==> src/rtl/neander_pkg.sv <==
// Shared definitions for the Neander memory responder.
// Holds the FSM state encoding, address-map constants and small helpers.
// Pure declarations: no logic, no latency, no flow control.
package neander_pkg;

    // Responder transaction states
    typedef enum logic [1:0] {
        ST_IDLE = 2'b00,
        ST_WAIT = 2'b01,
        ST_ACK  = 2'b10
    } state_e;

    // Address map: program region 0x00-0x7F, data region 0x80-0xFF
    localparam logic [7:0] PROG_LAST        = 8'h7F;
    localparam logic [7:0] DATA_BASE        = 8'h80;
    localparam logic [7:0] DEFAULT_OUT_ADDR = 8'h80;

    // Width of the wait-state counter (WAIT_CYCLES is 0..7)
    localparam int CNT_W = 3;

    // True for addresses that are always writable
    function automatic logic is_data_addr(input logic [7:0] a);
        return (a >= DATA_BASE);
    endfunction

    // True for addresses in the load-mode-protected region
    function automatic logic is_prog_addr(input logic [7:0] a);
        return (a <= PROG_LAST);
    endfunction

endpackage

==> src/rtl/neander_wait_counter.sv <==
// Loadable 3-bit down-counter with a terminal-count flag (count == 1).
// Latency: load/decrement take effect on the next rising edge.
// No backpressure: load has priority over decrement.
module neander_wait_counter
    import neander_pkg::*;
(
    input  logic             clk,
    input  logic             rst,
    input  logic             load_i,
    input  logic [CNT_W-1:0] load_val_i,
    input  logic             dec_i,
    output logic             tc_o
);

    logic [CNT_W-1:0] cnt_q;
    logic [CNT_W-1:0] cnt_d;

    // Next count: reload on a new transaction, otherwise step down while waiting
    always_comb begin
        cnt_d = cnt_q;
        if (load_i) begin
            cnt_d = load_val_i;
        end else if (dec_i && (cnt_q != '0)) begin
            cnt_d = cnt_q - {{(CNT_W-1){1'b0}}, 1'b1};
        end
    end

    // Count register, cleared by reset
    always_ff @(posedge clk or negedge rst) begin
        if (!rst) begin
            cnt_q <= '0;
        end else begin
            cnt_q <= cnt_d;
        end
    end

    // Last wait cycle: the FSM moves to ACK on the next edge
    assign tc_o = (cnt_q == {{(CNT_W-1){1'b0}}, 1'b1});

endmodule

==> src/rtl/neander_mem_responder.sv <==
// Memory-side responder: 256x8 store, req/ack handshake, out_port mirror.
// Latency: ack is high WAIT_CYCLES cycles after the accepting edge, for one cycle.
// Backpressure: busy from acceptance through ACK; req is ignored outside IDLE.
module neander_mem_responder
    import neander_pkg::*;
#(
    parameter int unsigned WAIT_CYCLES = 1,
    parameter logic [7:0]  OUT_ADDR    = DEFAULT_OUT_ADDR
) (
    input  logic       clk,
    input  logic       rst,
    input  logic       req,
    input  logic       we,
    input  logic [7:0] addr,
    input  logic [7:0] wdata,
    input  logic       load_en,
    output logic       ack,
    output logic [7:0] rdata,
    output logic       busy,
    output logic       wr_err,
    output logic [7:0] out_port
);

    localparam logic [CNT_W-1:0] WAIT_LD = CNT_W'(WAIT_CYCLES);

    state_e     state_q, state_d;

    logic       we_q, we_d;
    logic [7:0] addr_q, addr_d;
    logic [7:0] wdata_q, wdata_d;
    logic       load_en_q, load_en_d;

    logic [7:0] rdata_q, rdata_d;
    logic [7:0] out_q, out_d;
    logic       wr_err_q, wr_err_d;

    logic       accept;
    logic       enter_ack;
    logic       cnt_load;
    logic       cnt_dec;
    logic       cnt_tc;

    // Request fields in effect on the ACK-entry edge. With zero wait states
    // that edge is also the accepting edge, so the live inputs are used.
    logic       cur_we;
    logic [7:0] cur_addr;
    logic [7:0] cur_wdata;
    logic       cur_load_en;
    logic       wr_ok;
    logic       do_write;

    logic [7:0] mem [0:255];

    neander_wait_counter u_wait_counter (
        .clk        (clk),
        .rst        (rst),
        .load_i     (cnt_load),
        .load_val_i (WAIT_LD),
        .dec_i      (cnt_dec),
        .tc_o       (cnt_tc)
    );

    // FSM next state: accept in IDLE, count down in WAIT, single-cycle ACK
    always_comb begin
        state_d   = state_q;
        accept    = 1'b0;
        enter_ack = 1'b0;
        cnt_load  = 1'b0;
        cnt_dec   = 1'b0;
        case (state_q)
            ST_IDLE: begin
                if (req) begin
                    accept = 1'b1;
                    if (WAIT_LD == '0) begin
                        state_d   = ST_ACK;
                        enter_ack = 1'b1;
                    end else begin
                        state_d  = ST_WAIT;
                        cnt_load = 1'b1;
                    end
                end
            end
            ST_WAIT: begin
                if (cnt_tc) begin
                    state_d   = ST_ACK;
                    enter_ack = 1'b1;
                end else begin
                    cnt_dec = 1'b1;
                end
            end
            ST_ACK: begin
                state_d = ST_IDLE;
            end
            default: begin
                state_d = ST_IDLE;
            end
        endcase
    end

    // Select live or latched request fields and decide the access outcome
    always_comb begin
        if (state_q == ST_IDLE) begin
            cur_we      = we;
            cur_addr    = addr;
            cur_wdata   = wdata;
            cur_load_en = load_en;
        end else begin
            cur_we      = we_q;
            cur_addr    = addr_q;
            cur_wdata   = wdata_q;
            cur_load_en = load_en_q;
        end
        wr_ok    = is_data_addr(cur_addr) || cur_load_en;
        do_write = enter_ack && cur_we && wr_ok;
    end

    // Next values of the request latch and the registered outputs
    always_comb begin
        we_d      = we_q;
        addr_d    = addr_q;
        wdata_d   = wdata_q;
        load_en_d = load_en_q;
        rdata_d   = rdata_q;
        out_d     = out_q;
        wr_err_d  = 1'b0;
        if (accept) begin
            we_d      = we;
            addr_d    = addr;
            wdata_d   = wdata;
            load_en_d = load_en;
        end
        if (enter_ack && !cur_we) begin
            rdata_d = mem[cur_addr];
        end
        if (do_write && (cur_addr == OUT_ADDR)) begin
            out_d = cur_wdata;
        end
        if (enter_ack && cur_we && is_prog_addr(cur_addr) && !cur_load_en) begin
            wr_err_d = 1'b1;
        end
    end

    // State, request latch and output registers; reset aborts any transaction
    always_ff @(posedge clk or negedge rst) begin
        if (!rst) begin
            state_q   <= ST_IDLE;
            we_q      <= 1'b0;
            addr_q    <= 8'h00;
            wdata_q   <= 8'h00;
            load_en_q <= 1'b0;
            rdata_q   <= 8'h00;
            out_q     <= 8'h00;
            wr_err_q  <= 1'b0;
        end else begin
            state_q   <= state_d;
            we_q      <= we_d;
            addr_q    <= addr_d;
            wdata_q   <= wdata_d;
            load_en_q <= load_en_d;
            rdata_q   <= rdata_d;
            out_q     <= out_d;
            wr_err_q  <= wr_err_d;
        end
    end

    // Storage array: written only on the ACK-entry edge, never cleared by reset
    always_ff @(posedge clk) begin
        if (do_write) begin
            mem[cur_addr] <= cur_wdata;
        end
    end

    assign ack      = (state_q == ST_ACK);
    assign busy     = (state_q != ST_IDLE);
    assign rdata    = rdata_q;
    assign wr_err   = wr_err_q;
    assign out_port = out_q;

endmodule
==> config.mk <==
export PLATFORM = sky130hd
export DESIGN_NAME = neander_mem_responder
export DESIGN_NICKNAME = d
export VERILOG_FILES = /design/src/rtl/neander_pkg.sv /design/src/rtl/neander_wait_counter.sv /design/src/rtl/neander_mem_responder.sv
export SDC_FILE = /design/constraint.sdc
export NUM_CORES = 2
export LEC_CHECK = 0
export BUFFER_PORTS_ARGS = -buffer_cell sky130_fd_sc_hd__buf_2
export CAP_MARGIN = 25
export CORE_MARGIN = 4
export CORE_UTILIZATION = 40
export DETAILED_ROUTE_END_ITERATION = 8
export GPL_TIMING_DRIVEN = 0
export PLACE_DENSITY = 0.58
export SLEW_MARGIN = 20
export SYNTH_ARGS = -nofsm -noshare
export SYNTH_HDL_FRONTEND = slang
export SYNTH_SLANG_ARGS = --single-unit
==> constraint.sdc <==
create_clock -name clk -period 7.6 [get_ports clk]
set_clock_uncertainty 0.1 [all_clocks]
set_input_delay 1.52 -clock clk [delete_from_list [all_inputs] [get_ports clk]]
set_output_delay 1.52 -clock clk [all_outputs]
set_load 0.02 [all_outputs]
Yosys cells after proc, flatten, opt, wreduce, memory -nomap -nowiden
Memory sizes are Yosys's and may differ from the RTL's. A register that Yosys moved wholly into a read port is not among the register bits.
Index checks and enable logic that the tools add are counted.
- output and inout port bits: 19
- logic and storage cells: 52
- memories: 1
- bits of input ports: 21
- bits in latches: 0
- bits in registers: 32
- RAM bits: 2048
- ROM bits: 0
- $lt $le $gt $ge: 2
- shifts and indexed selects: 0
- eq/ne operators: 6
- muxes and demuxes: 18
- multipliers: 0
- add/subtract/negate cells: 1
- div/mod/pow operators: 0
- reduce and logical (&&, ||, !) cells: 16
- bitwise logic cells: 0
- memories (name ; depth ; width ; rd ports ; clocked after memory_dff ; write ports ; line ; source):
    mem ; 256 ; 8 ; 1 ; 1 ; 1 ; neander_mem_responder.sv:52 ; logic [7:0] mem [0:255];
- operators by type and width (kind ; count):
    $mux W8 ; 2
    $mux W1 ; 11
    $eq A8 B8 Y1 const B ; 1
    $ge A8 B8 Y1 const B ; 1
    $le A8 B7 Y1 const B ; 1
    $logic_and A1 B1 Y1 ; 7
    $mux W3 ; 2
    $mux W2 ; 2
    $ne A2 B2 Y1 const B ; 2
    $pmux W2 S2 ; 1
    $reduce_bool A2 Y1 ; 2
    $eq A3 B1 Y1 const B ; 1
    $logic_not A1 Y1 ; 3
    $reduce_bool A3 Y1 ; 1
    $sub A3 B1 Y3 const B ; 1
    $eq A2 B1 Y1 const B ; 1
    $eq A2 B2 Y1 const B ; 1
    $logic_not A2 Y1 ; 1
    $reduce_and A2 Y1 ; 1
    $logic_or A1 B1 Y1 ; 1

Depth between registers and ports, before layout
- depth after elaboration: 7
- depth in mapped cells: 14
- mapped depth without buffers: 10

By module
Synthesis repeated with hierarchy kept, for this count alone.
- cell total of the unflattened synthesis: 4587
- area, all modules: 78326.4 µm²
- by module, submodules not included (module ; cells an instance ; area an instance (µm²) ; instances ; sequential area each (µm²)):
    neander_mem_responder ; 4563 ; 78104.9 ; 1 ; 62424.9
    neander_wait_counter ; 24 ; 221.5 ; 1 ; 75.1

Worst setup path before layout
OpenSTA, ideal clock, no wires.
- kind: input-to-reg
- from: in addr[1]
- to: mem mem[132][0], enable pin
- path slack: 3.548 ns
- arrival time: 3.581 ns
- path buffers: 5
- cell stages on the path: 9
- library setup time: 0.370 ns
- required time: 7.130 ns
- cells stage by stage: or4_1 o31ai_1 buf_6 buf_4 buf_4 buf_2 nand2_1 clkbuf_1 nor2_1
- longest elaborated chain between the ends: 6
- ends and longest elaborated chain (item ; line ; source):
    from (decl) ; neander_mem_responder.sv:14 ; input logic [7:0] addr,
    $mux W8 (*) ; neander_mem_responder.sv:102 ; if (state_q == ST_IDLE) begin
    $ge A8 B8 Y1 ; neander_pkg.sv:23 ; return (a >= DATA_BASE);
    $logic_or A1 B1 Y1 ; neander_mem_responder.sv:113 ; wr_ok = is_data_addr(cur_addr) || cur_load_en;
    $logic_and A1 B1 Y1 ; neander_mem_responder.sv:114 ; do_write = enter_ack && cur_we && wr_ok;
    $mux W1 ; neander_mem_responder.sv:168 ; if (do_write) begin
    $mux W1 (implied by the code) ; neander_mem_responder.sv:169 ; mem[cur_addr] <= cur_wdata;
    to (decl) ; neander_mem_responder.sv:52 ;
Mark *: on every way between the ends. The rest lies on a longest branch, timed or not.

Final worst setup path
- from: reg state_q[0]
- to: mem mem[179][2], enable pin
- longest elaborated chain between the ends: 7
- elaborated cells on any way between the ends: 12
- those cells by class: 1 x order compare; 1 x eq/ne; 6 x mux; 4 x reduce/logical
- ends and longest elaborated chain (item ; line ; source):
    from (decl) ; neander_mem_responder.sv:26 ; state_e state_q, state_d;
    from (signal assigned) ; neander_mem_responder.sv:155 ; state_q <= state_d;
    $logic_not A2 Y1 ; neander_mem_responder.sv:102 ;
    $mux W8 ; neander_mem_responder.sv:102 ;
    $ge A8 B8 Y1 ; neander_pkg.sv:23 ;
    $logic_or A1 B1 Y1 ; neander_mem_responder.sv:113 ;
    $logic_and A1 B1 Y1 ; neander_mem_responder.sv:114 ;
    $mux W1 ; neander_mem_responder.sv:168 ;
    $mux W1 (implied by the code) ; neander_mem_responder.sv:169 ;
Several ways; a longest one is shown, not always the timed one.

==> results.json <==
{
  "outcome": "completed",
  "period_share": 0.8169,
  "detail-route-antenna-nets": 0,
  "cts_setup_buffers": 0,
  "synthMuxAreaShare": 0.007309,
  "die_area_um2": 202300,
  "critPathLaunchType": "flip-flop",
  "htree_levels": 4,
  "cts_tree": "yes",
  "slew_headroom": 0.1144,
  "slew_viol_final": 0,
  "cpLargestDelayFamily": "buffers and inverters",
  "r2r-start": "state_q[0]$_DFFE_PN0P_",
  "synth_edf_count": 2048,
  "drt-vias-per-instance": 6.847,
  "regToRegSetupSlack_ns": 1.39,
  "syn2layout_area_growth_pct": 15.82,
  "grt_pass1_wl_um": 441600,
  "hpwl_um": 229300,
  "wire_per_inst_um": 44.50,
  "cp.arrival_ns": 6.59,
  "syn-num-nets": 4582,
  "leakagePower_uw": 0.02832,
  "setup.worst_path.class": "flip-flop to flip-flop",
  "synth_compound_area_frac": 0.1099,
  "place_congestion": 1.024,
  "drc": 0,
  "final_area_um2": 90410,
  "ys_seq_area_frac": 0.8007,
  "grt_start_max_net_pins": 133,
  "critPathRequiredTime_ns": 7.98,
  "grt_usage": 0.3273,
  "layout-drive-gt1-share": 0.1689,
  "path_clk_slew_ns": 0.06,
  "coreArea_um2": 193400,
  "synthXorXnorAreaFrac": 0.0001122,
  "clock_latency_ns": 0.88,
  "ir_worst_vdd_mv": 0.8022,
  "dp_worst_setup_slack_ns": 0.8308,
  "initial_core_util": 0.4037,
  "cts_resized": 0,
  "drtIter0Drc": 10120,
  "critPathMaxStageDelay_ns": 0.89,
  "grt_overflow": 0,
  "powerDensity_nw_per_um2": 474.8,
  "place_area_um2": 83220,
  "cp-startpoint": "state_q[0]$_DFFE_PN0P_",
  "yosys.area_share.simple": 0.05983,
  "cts_buffers": 210,
  "layout.filler_cells": 16490,
  "hold_ws_ns": 0.4015,
  "max_cap_viol_count": 0,
  "hold_start": "out_port[5]$_DFFE_PN0P_",
  "first_pass_iters": 8,
  "layout.nets": 4940,
  "core.rowCount": 161,
  "worstMarginPinSlew_ns": 1.318,
  "synth_cell_types": 52,
  "path_buf_inv": 8,
  "clockBufferDepth": 3,
  "path_max_fanout": 10,
  "hold_violations": 0,
  "antenna_found_initial": 21,
  "hp-class": "flip-flop to flip-flop",
  "report.final.setup_viol": 0,
  "critPathCaptureType": "flip-flop",
  "io_pins": 40,
  "cts_hold_buf": 0,
  "rsz0062_at_grt": "false",
  "synthFlopType": "edfxtp_1",
  "grt_pass1_vias": 47380,
  "avgSynthCellArea_um2": 17.13,
  "vias": 52320,
  "timing.fmax_mhz": 161.1,
  "crit_slowest_cell": "nand2_1",
  "async_reset_ff_frac": 0.01916,
  "path_common_cell": "buf_2",
  "worst_slack_ns": 1.392,
  "ys_seq_elements": 2088,
  "crit_path_cell_trace": "nor2_4, buf_6, inv_2, o21ai_2, buf_2, buf_2, buf_2, buf_1, nand2_1, clkbuf_2, buf_16, nor2_1",
  "synthCells": 4558,
  "synth_area_um2": 78060,
  "cts.sinks": 2088,
  "die_h_um": 449.8,
  "synth_top_family_by_area": "compound AO/OA/AOI/OAI gates",
  "ys_warn_count": 0,
  "port_buffers": 39,
  "die_w_um": 449.8,
  "yosys.area_share.adder": 0.0004809,
  "cts_root_buffer": "clkbuf_16",
  "routed_wl_um": 340100,
  "fin_crit_ns": 6.208
}
==> path summary, 6_finish.rpt <==
kind                                           end  depth (start not counted)
min in group asynchronous   wdata_q[4]$_DFFE_PN0P_                          1
max in group asynchronous     rdata[7]$_DFFE_PN0P_                          1
setup reg to reg             mem[179][2]$_DFFE_PP_                         12
hold reg to reg            out_port[5]$_DFFE_PN0P_                          1
hold / removal             out_port[5]$_DFFE_PN0P_                          1
setup / recovery             mem[179][2]$_DFFE_PP_                         12
==> sequential cells by signal, summed over array words and instances (netlist names) <==
name	count
mem	2048
addr_q	8
out_port	8
rdata	8
wdata_q	8
u_wait_counter.cnt_q	3
state_q	2
load_en_q	1
we_q	1
wr_err	1
==> metal layers <==
metal | part of all wire | GRT usage | routed length (um)
met1 | 0.36 | 0.4207 | 120900
met2 | 0.41 | 0.4536 | 139900
met3 | 0.15 | 0.1298 | 50510
met4 | 0.084 | 0.2242 | 28700
met5 | 0.00021 | 0 | 71
==> logic make-up (layout without fill, tap and decap cells) <==
logic type	after synthesis	after routing
fa+ha+maj	3	3
other cells	0	17
buf+inv	343	884
xor+xnor	1	1
flops	2088	2088
compound gates	1082	1082
mux	49	49
simple gates	992	992
==> where the power goes <==
| group | total, uW | internal [uW] | leakage (uW) | switching [uW] |
|---|---|---|---|---|
| clock | 10500 | 5850 | 0.00336 | 4640 |
| combinational | 17600 | 3530 | 0.00606 | 14100 |
| sequential | 14800 | 14800 | 0.0189 | 73.2 |
| total | 42900 | 24100 | 0.0283 | 18800 |
==> cell usage in the layout, fill, tap and decap left out, types with 58 or more instances in the layout <==
cell,synthesis,layout
nor2_2,1,79
a221oi_1,108,108
clkbuf_1,141,121
nand2_1,59,58
clkbuf_2,0,66
nand3_1,508,508
nor2_1,273,193
edfxtp_1,2048,2048
nor3_1,83,73
a22oi_1,804,804
buf_2,134,183
clkbuf_16,0,211
buf_4,35,73
a221o_1,110,110
==> cell usage after synthesis, types with 40 or more instances <==
cell / count / area, um2
a221o_1: 110 / 1101
a221oi_1: 108 / 945.9
a22oi_1: 804 / 6036
buf_2: 134 / 670.6
clkbuf_1: 141 / 529.3
dfrtp_1: 40 / 1001
edfxtp_1: 2048 / 61500
mux2_2: 43 / 484.2
nand2_1: 59 / 221.5
nand3_1: 508 / 2542
nor2_1: 273 / 1025
nor3_1: 83 / 415.4
==> through the flow <==
step           TNS (ns)  cells  power [uW]  utilization
5_1_grt               0   7628       43040       0.4674
3_3_place_gp    -0.1526   7123       31190       0.4210
2_1_floorplan         0   4558       22000            -
3_5_place_dp          0   7198       31560       0.4304
4_1_cts               0   7593       41800       0.4660
6_report              0   7642       42930       0.4675
==> cell type report <==
class | count | area [um2] | area share
plain buffers | 339 | 1768 | 0.01955
multi-input cells | 2127 | 14310 | 0.1582
well taps | 2526 | 3161 | 0.03496
flip-flops and latches | 2088 | 62500 | 0.6913
diodes | 17 | 42.54 | 0.0004705
clock buffers | 256 | 5449 | 0.06027
inverters | 4 | 15.01 | 0.0001661
repair buffers | 146 | 1725 | 0.01908
clock inverters | 139 | 1448 | 0.01601
==> worst reg2reg max path, delay by kind of cell (launching register included) <==
kind,cells,cell delay [ns]
buf+inv,8,3.08
compound gates,1,0.31
flops,1,0.41
simple gates,3,1.91
Power figures use the tool's default switching activity.
